<file path="src/rtl/boron_pkg.sv">
// Shared constants and lane helper functions for the boron round permutation layer.
package boron_pkg;

    localparam int unsigned BORON_LANES      = 4;
    localparam int unsigned BORON_LANE_W     = 16;
    localparam int unsigned BORON_ROT_W      = 8 * BORON_LANES;
    localparam logic [BORON_ROT_W-1:0] BORON_ROT = 32'h09070401;
    localparam int unsigned BORON_STATE_W    = BORON_LANES * BORON_LANE_W;

    // Helpers work on a lane zero-extended to the widest supported lane.
    localparam int unsigned BORON_MAX_LANE_W = 64;
    localparam int unsigned BORON_IDX_W      = $clog2(BORON_MAX_LANE_W);

    typedef logic [BORON_MAX_LANE_W-1:0] lane_t;
    typedef logic [BORON_IDX_W-1:0]      idx_t;

    // Swap the upper and lower halves of a w-bit lane.
    function automatic lane_t lane_sh(input lane_t x, input int unsigned w);
        lane_t r;
        r = '0;
        for (int unsigned j = 0; j < BORON_MAX_LANE_W; j++) begin
            if (j < w) r[idx_t'(j)] = x[idx_t'((j + w / 2) % w)];
        end
        return r;
    endfunction

    function automatic lane_t lane_rotl(input lane_t x, input int unsigned w,
                                        input int unsigned amt);
        lane_t       r;
        int unsigned a;
        r = '0;
        a = amt % w;
        for (int unsigned j = 0; j < BORON_MAX_LANE_W; j++) begin
            if (j < w) r[idx_t'((j + a) % w)] = x[idx_t'(j)];
        end
        return r;
    endfunction

    function automatic lane_t lane_rotr(input lane_t x, input int unsigned w,
                                        input int unsigned amt);
        lane_t       r;
        int unsigned a;
        r = '0;
        a = amt % w;
        for (int unsigned j = 0; j < BORON_MAX_LANE_W; j++) begin
            if (j < w) r[idx_t'(j)] = x[idx_t'((j + a) % w)];
        end
        return r;
    endfunction

endpackage

</file>
<file path="src/rtl/permutation_layer_pipe_stage_reg.sv">
// Generic {valid, inv, data} pipeline register; load wins over clear, otherwise hold.
module pl_stage_reg
    import boron_pkg::*;
#(
    parameter int unsigned W = BORON_STATE_W
) (
    input  logic         i_clk,
    input  logic         i_rst_n,
    input  logic         i_load,
    input  logic         i_clear,
    input  logic         i_inv,
    input  logic [W-1:0] i_data,
    output logic         o_valid,
    output logic         o_inv,
    output logic [W-1:0] o_data
);

    logic         valid_q, valid_d;
    logic         inv_q, inv_d;
    logic [W-1:0] data_q, data_d;

    always_comb begin
        valid_d = valid_q;
        inv_d   = inv_q;
        data_d  = data_q;
        if (i_load) begin
            valid_d = 1'b1;
            inv_d   = i_inv;
            data_d  = i_data;
        end else if (i_clear) begin
            valid_d = 1'b0;
        end
    end

    always_ff @(posedge i_clk or negedge i_rst_n) begin
        if (!i_rst_n) begin
            valid_q <= 1'b0;
            inv_q   <= 1'b0;
            data_q  <= '0;
        end else begin
            valid_q <= valid_d;
            inv_q   <= inv_d;
            data_q  <= data_d;
        end
    end

    assign o_valid = valid_q;
    assign o_inv   = inv_q;
    assign o_data  = data_q;

endmodule

</file>
<file path="src/rtl/permutation_layer_pipe.sv">
// Three-stage pipelined permutation layer (shuffle, rotate, XOR diffusion) with
// per-word inverse mode and valid/ready flow control.
module permutation_layer_pipe
    import boron_pkg::*;
#(
    parameter int unsigned        LANES  = BORON_LANES,
    parameter int unsigned        LANE_W = BORON_LANE_W,
    parameter logic [8*LANES-1:0] ROT    = (8*LANES)'(BORON_ROT)
) (
    input  logic                    i_clk,
    input  logic                    i_rst_n,
    input  logic                    i_valid,
    output logic                    o_ready,
    input  logic [LANES*LANE_W-1:0] i_data,
    input  logic                    i_inv,
    output logic                    o_valid,
    input  logic                    i_ready,
    output logic [LANES*LANE_W-1:0] o_data,
    output logic                    o_inv,
    output logic                    o_busy
);

    localparam int unsigned DATA_W = LANES * LANE_W;

    logic              v1, v2, v3;
    logic              inv1, inv2;
    logic [DATA_W-1:0] d1, d2;
    logic [DATA_W-1:0] op1_c, op2_c, op3_c;
    logic              adv3_c, mv23_c, mv12_c, acc_c;

    // Bubble-collapsing advance chain; ready ripples back combinationally from i_ready.
    assign adv3_c  = v3 & i_ready;
    assign mv23_c  = v2 & (~v3 | adv3_c);
    assign mv12_c  = v1 & (~v2 | mv23_c);
    assign o_ready = ~v1 | mv12_c;
    assign acc_c   = i_valid & o_ready;
    assign o_busy  = v1 | v2 | v3;
    assign o_valid = v3;

    // Stage 1: forward half-swap, or inverse XOR chain resolved from the top lane down.
    always_comb begin : stage1_op
        logic [LANE_W-1:0] chain;
        op1_c = '0;
        chain = '0;
        if (i_inv) begin
            for (int unsigned j = 0; j < LANES; j++) begin
                chain = chain ^ i_data[LANE_W*(LANES-1-j) +: LANE_W];
                op1_c[LANE_W*(LANES-1-j) +: LANE_W] = chain;
            end
        end else begin
            for (int unsigned i = 0; i < LANES; i++) begin
                op1_c[LANE_W*i +: LANE_W] =
                    LANE_W'(lane_sh(lane_t'(i_data[LANE_W*i +: LANE_W]), LANE_W));
            end
        end
    end

    // Stage 2: per-lane rotation, direction chosen by the word's own mode bit.
    always_comb begin : stage2_op
        op2_c = '0;
        for (int unsigned i = 0; i < LANES; i++) begin
            if (inv1) begin
                op2_c[LANE_W*i +: LANE_W] = LANE_W'(lane_rotr(lane_t'(d1[LANE_W*i +: LANE_W]),
                                                              LANE_W, 32'(ROT[8*i +: 8])));
            end else begin
                op2_c[LANE_W*i +: LANE_W] = LANE_W'(lane_rotl(lane_t'(d1[LANE_W*i +: LANE_W]),
                                                              LANE_W, 32'(ROT[8*i +: 8])));
            end
        end
    end

    // Stage 3: forward XOR with the next lane up (top lane passes), or inverse half-swap.
    always_comb begin : stage3_op
        op3_c = d2 ^ (d2 >> LANE_W);
        if (inv2) begin
            for (int unsigned i = 0; i < LANES; i++) begin
                op3_c[LANE_W*i +: LANE_W] =
                    LANE_W'(lane_sh(lane_t'(d2[LANE_W*i +: LANE_W]), LANE_W));
            end
        end
    end

    pl_stage_reg #(.W(DATA_W)) u_s1 (
        .i_clk   (i_clk),
        .i_rst_n (i_rst_n),
        .i_load  (acc_c),
        .i_clear (mv12_c),
        .i_inv   (i_inv),
        .i_data  (op1_c),
        .o_valid (v1),
        .o_inv   (inv1),
        .o_data  (d1)
    );

    pl_stage_reg #(.W(DATA_W)) u_s2 (
        .i_clk   (i_clk),
        .i_rst_n (i_rst_n),
        .i_load  (mv12_c),
        .i_clear (mv23_c),
        .i_inv   (inv1),
        .i_data  (op2_c),
        .o_valid (v2),
        .o_inv   (inv2),
        .o_data  (d2)
    );

    pl_stage_reg #(.W(DATA_W)) u_s3 (
        .i_clk   (i_clk),
        .i_rst_n (i_rst_n),
        .i_load  (mv23_c),
        .i_clear (adv3_c),
        .i_inv   (inv2),
        .i_data  (op3_c),
        .o_valid (v3),
        .o_inv   (o_inv),
        .o_data  (o_data)
    );

endmodule
</file>
<file path="config.mk">
export PLATFORM = sky130hd
export DESIGN_NAME = permutation_layer_pipe
export DESIGN_NICKNAME = d
export VERILOG_FILES = /design/src/rtl/boron_pkg.sv /design/src/rtl/permutation_layer_pipe_stage_reg.sv /design/src/rtl/permutation_layer_pipe.sv
export SDC_FILE = /design/constraint.sdc
export NUM_CORES = 1
export LEC_CHECK = 0
export ABC_AREA = 1
export BUFFER_PORTS_ARGS = -buffer_cell sky130_fd_sc_hd__buf_2
export CORE_MARGIN = 3
export CORE_UTILIZATION = 60
export DETAILED_ROUTE_END_ITERATION = 8
export PLACE_DENSITY = 0.8
export SLEW_MARGIN = 20
export SYNTH_ARGS = -nofsm -noshare
export SYNTH_HDL_FRONTEND = slang
export SYNTH_SLANG_ARGS = --single-unit
</file>
<file path="constraint.sdc">
create_clock -name i_clk -period 2.8 [get_ports i_clk]
set_input_delay 0.56 -clock i_clk [delete_from_list [all_inputs] [get_ports i_clk]]
set_output_delay 0.56 -clock i_clk [all_outputs]
set_load 0.005 [all_outputs]
</file>
* Yosys cells after proc, flatten, opt, wreduce, memory -nomap -nowiden
Index checks and enable logic that the tools add are counted.
Storage, ports and cells: bits in registers 198, bits of input ports 69, output and inout port bits 68, word-level logic and storage cells 40
Cells by class: muxes and demuxes 12, bitwise operators 16, reduce and logical (&&, ||, !) cells 3
Operators by type and width (number):
- $mux 64 | 2
- $mux 16 | 4
- $xor 64x48->64 | 1
- $xor 16x16->16 | 3
- $mux 1 | 6
- $reduce_bool 2->1 | 3
- $or 1x1->1 | 5
- $and 1x1->1 | 4
- $not 1->1 | 3

* Longest topological paths before layout
depth in word-level cells 8, depth in mapped cells 10, mapped depth without buffers 8

* Modules after synthesis
From an unflattened synthesis, not the netlist that was laid out.
Second synthesis, totals: cell total of the unflattened synthesis 1582, area total of the unflattened synthesis 11074.4 um^2
Modules (own cells, without submodules):
- pl_stage_reg | instances 3, cells an instance 279, area an instance 2511.2 um^2, sequential area each 1651.6 um^2
- permutation_layer_pipe | instances 1, cells an instance 745, area an instance 3540.9 um^2, sequential area each 0.0 um^2

* Worst setup path before layout
Ideal clock, no wire load.
path type input to register, from input port i_ready, to register u_s1.data_q[25], in the netlist u_s1.o_data[25], library setup time 0.130 ns, arrival 1.460 ns, required time 2.670 ns, slack 1.209 ns, cell stages on the path 10, buffers on the path 2, cells stage by stage inv_1 nand2_1 nand2_2 nand3_2 nand2_4 inv_2 buf_6 buf_6 nand3_1 o21ai_1
On the way: word-level cells in the longest chain between the ends 7
Ends and longest elaborated chain:
- start, declared | RTL line permutation_layer_pipe.sv:17 | input logic i_ready,
- $and 1x1->1 | RTL line permutation_layer_pipe.sv:32 | assign adv3_c = v3 & i_ready;
- $or 1x1->1 | RTL line permutation_layer_pipe.sv:33 | assign mv23_c = v2 & (~v3 | adv3_c);
- $and 1x1->1 | RTL line permutation_layer_pipe.sv:33
- $or 1x1->1 | RTL line permutation_layer_pipe.sv:34 | assign mv12_c = v1 & (~v2 | mv23_c);
- $and 1x1->1 | RTL line permutation_layer_pipe.sv:34
- $or 1x1->1 | RTL line permutation_layer_pipe.sv:35 | assign o_ready = ~v1 | mv12_c;
- via o_ready | RTL line permutation_layer_pipe.sv:13 | output logic o_ready,
- $and 1x1->1 | RTL line permutation_layer_pipe.sv:36 | assign acc_c = i_valid & o_ready;
- end signal, assigned | RTL line permutation_layer_pipe_stage_reg.sv:43 | data_q <= data_d;
- end, declared | RTL line permutation_layer_pipe_stage_reg.sv:20 | logic [W-1:0] data_q, data_d;
The timed path passes the listed nets, and every way through them passes these cells. A chain may end at the register's enable or synchronous reset.

* Final worst setup path
from register u_s3.valid_q, in the netlist u_s3.o_valid, to output port o_ready
On the way: word-level cells in the longest chain between the ends 6, elaborated cells between the ends (all ways) 7, those cells by class 7 x bitwise
Ends and longest elaborated chain:
- start, declared | RTL line permutation_layer_pipe_stage_reg.sv:18 | logic valid_q, valid_d;
- start signal, assigned | RTL line permutation_layer_pipe_stage_reg.sv:41 | valid_q <= valid_d;
- $and 1x1->1 / $not 1->1 (equally long branches) | RTL line permutation_layer_pipe.sv:32, permutation_layer_pipe.sv:33
- $or 1x1->1 * | RTL line permutation_layer_pipe.sv:33
- $and 1x1->1 * | RTL line permutation_layer_pipe.sv:33
- $or 1x1->1 * | RTL line permutation_layer_pipe.sv:34
- $and 1x1->1 * | RTL line permutation_layer_pipe.sv:34
- $or 1x1->1 * | RTL line permutation_layer_pipe.sv:35
- end, declared | RTL line permutation_layer_pipe.sv:13
Mark *: on every way between the ends. The rest lies on a longest branch, timed or not.

==> run_results.csv <==
group,metric,value,unit
critical_path,highest_net_fanout_along_the_worst_path,4,
critical_path,critical-path-max-stage-delay,390,ps
cts,tritoncts_num_sinks,198,
synth,synth-warning-count,0,
cts,cts.htree.levels,4,
cts,tritoncts_clock_tree,"built",
floorplan,start_util,0.615,
route,total_number_of_vias,10300,
synth,yosys_register_bits,198,
sta,layout_min_cycle_time,1830,ps
synth,synth-compound-area-share,0.161,
critical_path,required,2240,ps
cts,ctsHoldBuffers,0,
cts,worst_skew_pair.late_latency,440,ps
synth,synth.distinct_cells,21,
synth,synth-xor-area-share,0.00656,
sta,slew-limit-headroom,0.518,
route,initialDrtViolationCount,1041,
critical_path,path_buf_inv,1,
grt,antenna_found_initial,0,
outcome,result_of_the_run,"finished, final reports clean",
synth,syn_area,0.0107,mm²
grt,grt_max_degree,129,
route,met3RoutedLength,2400,µm
synth,synthSimpleGateAreaFrac,0.272,
synth,synth_instances,1483,
sta,timing.final.max_slew_violations,0,
critical_path,setup.worst_path.start_class,"flip-flop",
critical_path,crit_path_class,"flip-flop to output pin",
cts,clk_root_buffer_cell,"sky130_fd_sc_hd__clkbuf_16",
place,placed_cells,1779,
cts,cts_buffer_depth,2,
synth,yosys-mux-area-fraction,0,
route,highest_layer,"met4",
sta,timing_hold_violations_final,0,
route,antenna_left,0,
critical_path,critical-path-slowest-cell,"sky130_fd_sc_hd__dfrtp_1",
layout,most-common-layout-cells,"sky130_fd_sc_hd__nand2_1, sky130_fd_sc_hd__dfrtp_1, sky130_fd_sc_hd__inv_1, sky130_fd_sc_hd__nand3_1, sky130_fd_sc_hd__buf_2",
synth,synth.net_count,1552,
power_and_ir_drop,powerDensity,1140,mW/mm²
layout,final_nets,1642,
cts,post_cts.repair.setup_buffers,0,
layout,areaGrowthSynthToFinish,12.8,%
place,port_buffers,136,
route,firstDrtPassIters,6,
layout,drive_above_1_share,0.124,
place,gp_congestion,0.899,
grt,gr-total-overflow,0,
route,detail_route.drc_violations,0,
route,wl,30000,µm
grt,gr-usage-all-layers,0.314,
power_and_ir_drop,worst_ir_drop_vdd,0.721,mV
route,route.met2.wl,13600,µm
min_path,hold_path_class,"input pin to asynchronous set/reset pin",
cts,cts.reportedPaths.clkPinSlew,70,ps
layout,num_antenna_cells,0,
layout,finalNonFillerCells,1811,
critical_path,critical_path_arrival,1270,ps
route,detail_route.wl_per_cell,16.6,µm
route,route.layer.met1.wl,13000,µm
sta,worst_slack,972,ps
floorplan,die_footprint,0.0194,mm²
critical_path,critical-path-top-delay-family,"flip-flops",
sta,clock.fmax,547,MHz
route,drt-vias-per-instance,5.69,
synth,postSynthAreaPerCell,7.20,µm²
floorplan,floorplan.die.height,139,µm
cts,post_cts_resized,0,
sta,setup_tns,0,ps
place,dp_hpwl,21800,µm
grt,grt_pass1_wl,49000,µm
synth,dominant_combinational_cell_family_by_area_after_synthesis,"simple AND/OR/NAND/NOR gates",
critical_path,cp-end-kind,"output pin",
synth,adder_cell_fraction_of_synth_area,0,
floorplan,core.rowCount,48,
power_and_ir_drop,cellLeakagePower,6.08,nW
sta,fin_crit_sh,0.653,
layout,final_common_cell,"sky130_fd_sc_hd__nand2_1",
sta,tightestPinTransition,724,ps
floorplan,die_w,139,µm
place,place_ws,733,ps
cts,numCtsBuffers,17,
flow_run,max-cap-violations,0,
sta,setup_viol_count_final,0,
floorplan,core_outline_area,0.0174,mm²
sta,setup_repair_after_global_routing_missed_its_margin,"no",
floorplan,pin_count,137,
grt,first_global_vias,9438,
critical_path,worst_path_cell_trace,"nand2_1 > nand2_2 > nand3_2 > buf_2",
sta,skew,9.71,ps
synth,synth_seq_area_share,0.464,
-- synth_stat cells (all sizes together) --
cell type | number | area (µm²)
or2 | 4 | 25.0
dfrtp | 198 | 4950
nor2 | 109 | 409
nand3 | 170 | 856
o21ai | 135 | 676
clkbuf | 51 | 191
xor2 | 8 | 70.1
nand2 | 427 | 1610
inv | 173 | 649
clkinv | 1 | 3.75
o211ai | 52 | 390
buf | 31 | 180
a31oi | 28 | 175
a21oi | 96 | 480
-- routing by layer --
layer | vias to the layer above | track usage
li1 | 4995 | -
met1 | 4791 | 0.452
met2 | 473 | 0.490
met3 | 50 | 0.0495
met4 | 0 | 0.111
met5 | - | 0
-- kinds of logic after synthesis --
family	Yosys count
buffers and inverters	256
and+or+nand+nor	710
xor gates and xnor gates	8
AOI/OAI and AO/OA	311
DFF	198
-- state kept, by name (all words and copies together), names as in the netlist --
| name | cells |
|---|---|
| u_s1.o_data | 64 |
| u_s2.o_data | 64 |
| u_s3.o_data | 64 |
| u_s1.o_inv | 1 |
| u_s1.o_valid | 1 |
| u_s2.o_inv | 1 |
| u_s2.o_valid | 1 |
| u_s3.o_inv | 1 |
| u_s3.o_valid | 1 |
-- final cells by class --
| class | count | area (µm²) |
|---|---|---|
| sequential | 198 | 4960 |
| inverter | 174 | 653 |
| fill | 1433 | 5320 |
| multi-input combinational | 1029 | 4690 |
| tap | 225 | 282 |
| clock buffer | 19 | 443 |
| timing repair buffer | 153 | 880 |
| clock inverter | 13 | 133 |
-- metrics by stage --
stage	instance area, µm²	total power, mW	hold slack [ps]	util
after floorplan	10700	9.17	264	-
after global placement	11500	11.0	468	0.661
after detailed placement	11500	11.3	479	0.661
after CTS	12000	13.7	148	0.694
after global routing	12000	14.8	166	0.694
final	12000	13.7	131	0.694
-- path summary, 6_finish.rpt --
| check | start | endpoint | slack [ps] | cells after the start |
|---|---|---|---|---|
| max | u_s3.o_valid | o_ready | 970 | 4 |
| min | i_rst_n | u_s3.o_data[48] | 130 | 1 |
| max reg2reg | u_s3.o_valid | u_s3.o_data[50] | 1020 | 7 |
| min reg2reg | u_s3.o_inv | u_s3.o_inv | 490 | 2 |
| max in group asynchronous | i_rst_n | u_s2.o_inv | 1900 | 2 |
| min in group i_clk | i_ready | u_s2.o_valid | 410 | 4 |
-- power by group --
part,internal (mW),switching [mW],leakage [nW]
clock,1.33,1.06,0.275
sequential,4.28,1.20,2.35
combinational,2.10,3.78,3.45
Note: power is estimated with default switching activity, not from simulation.
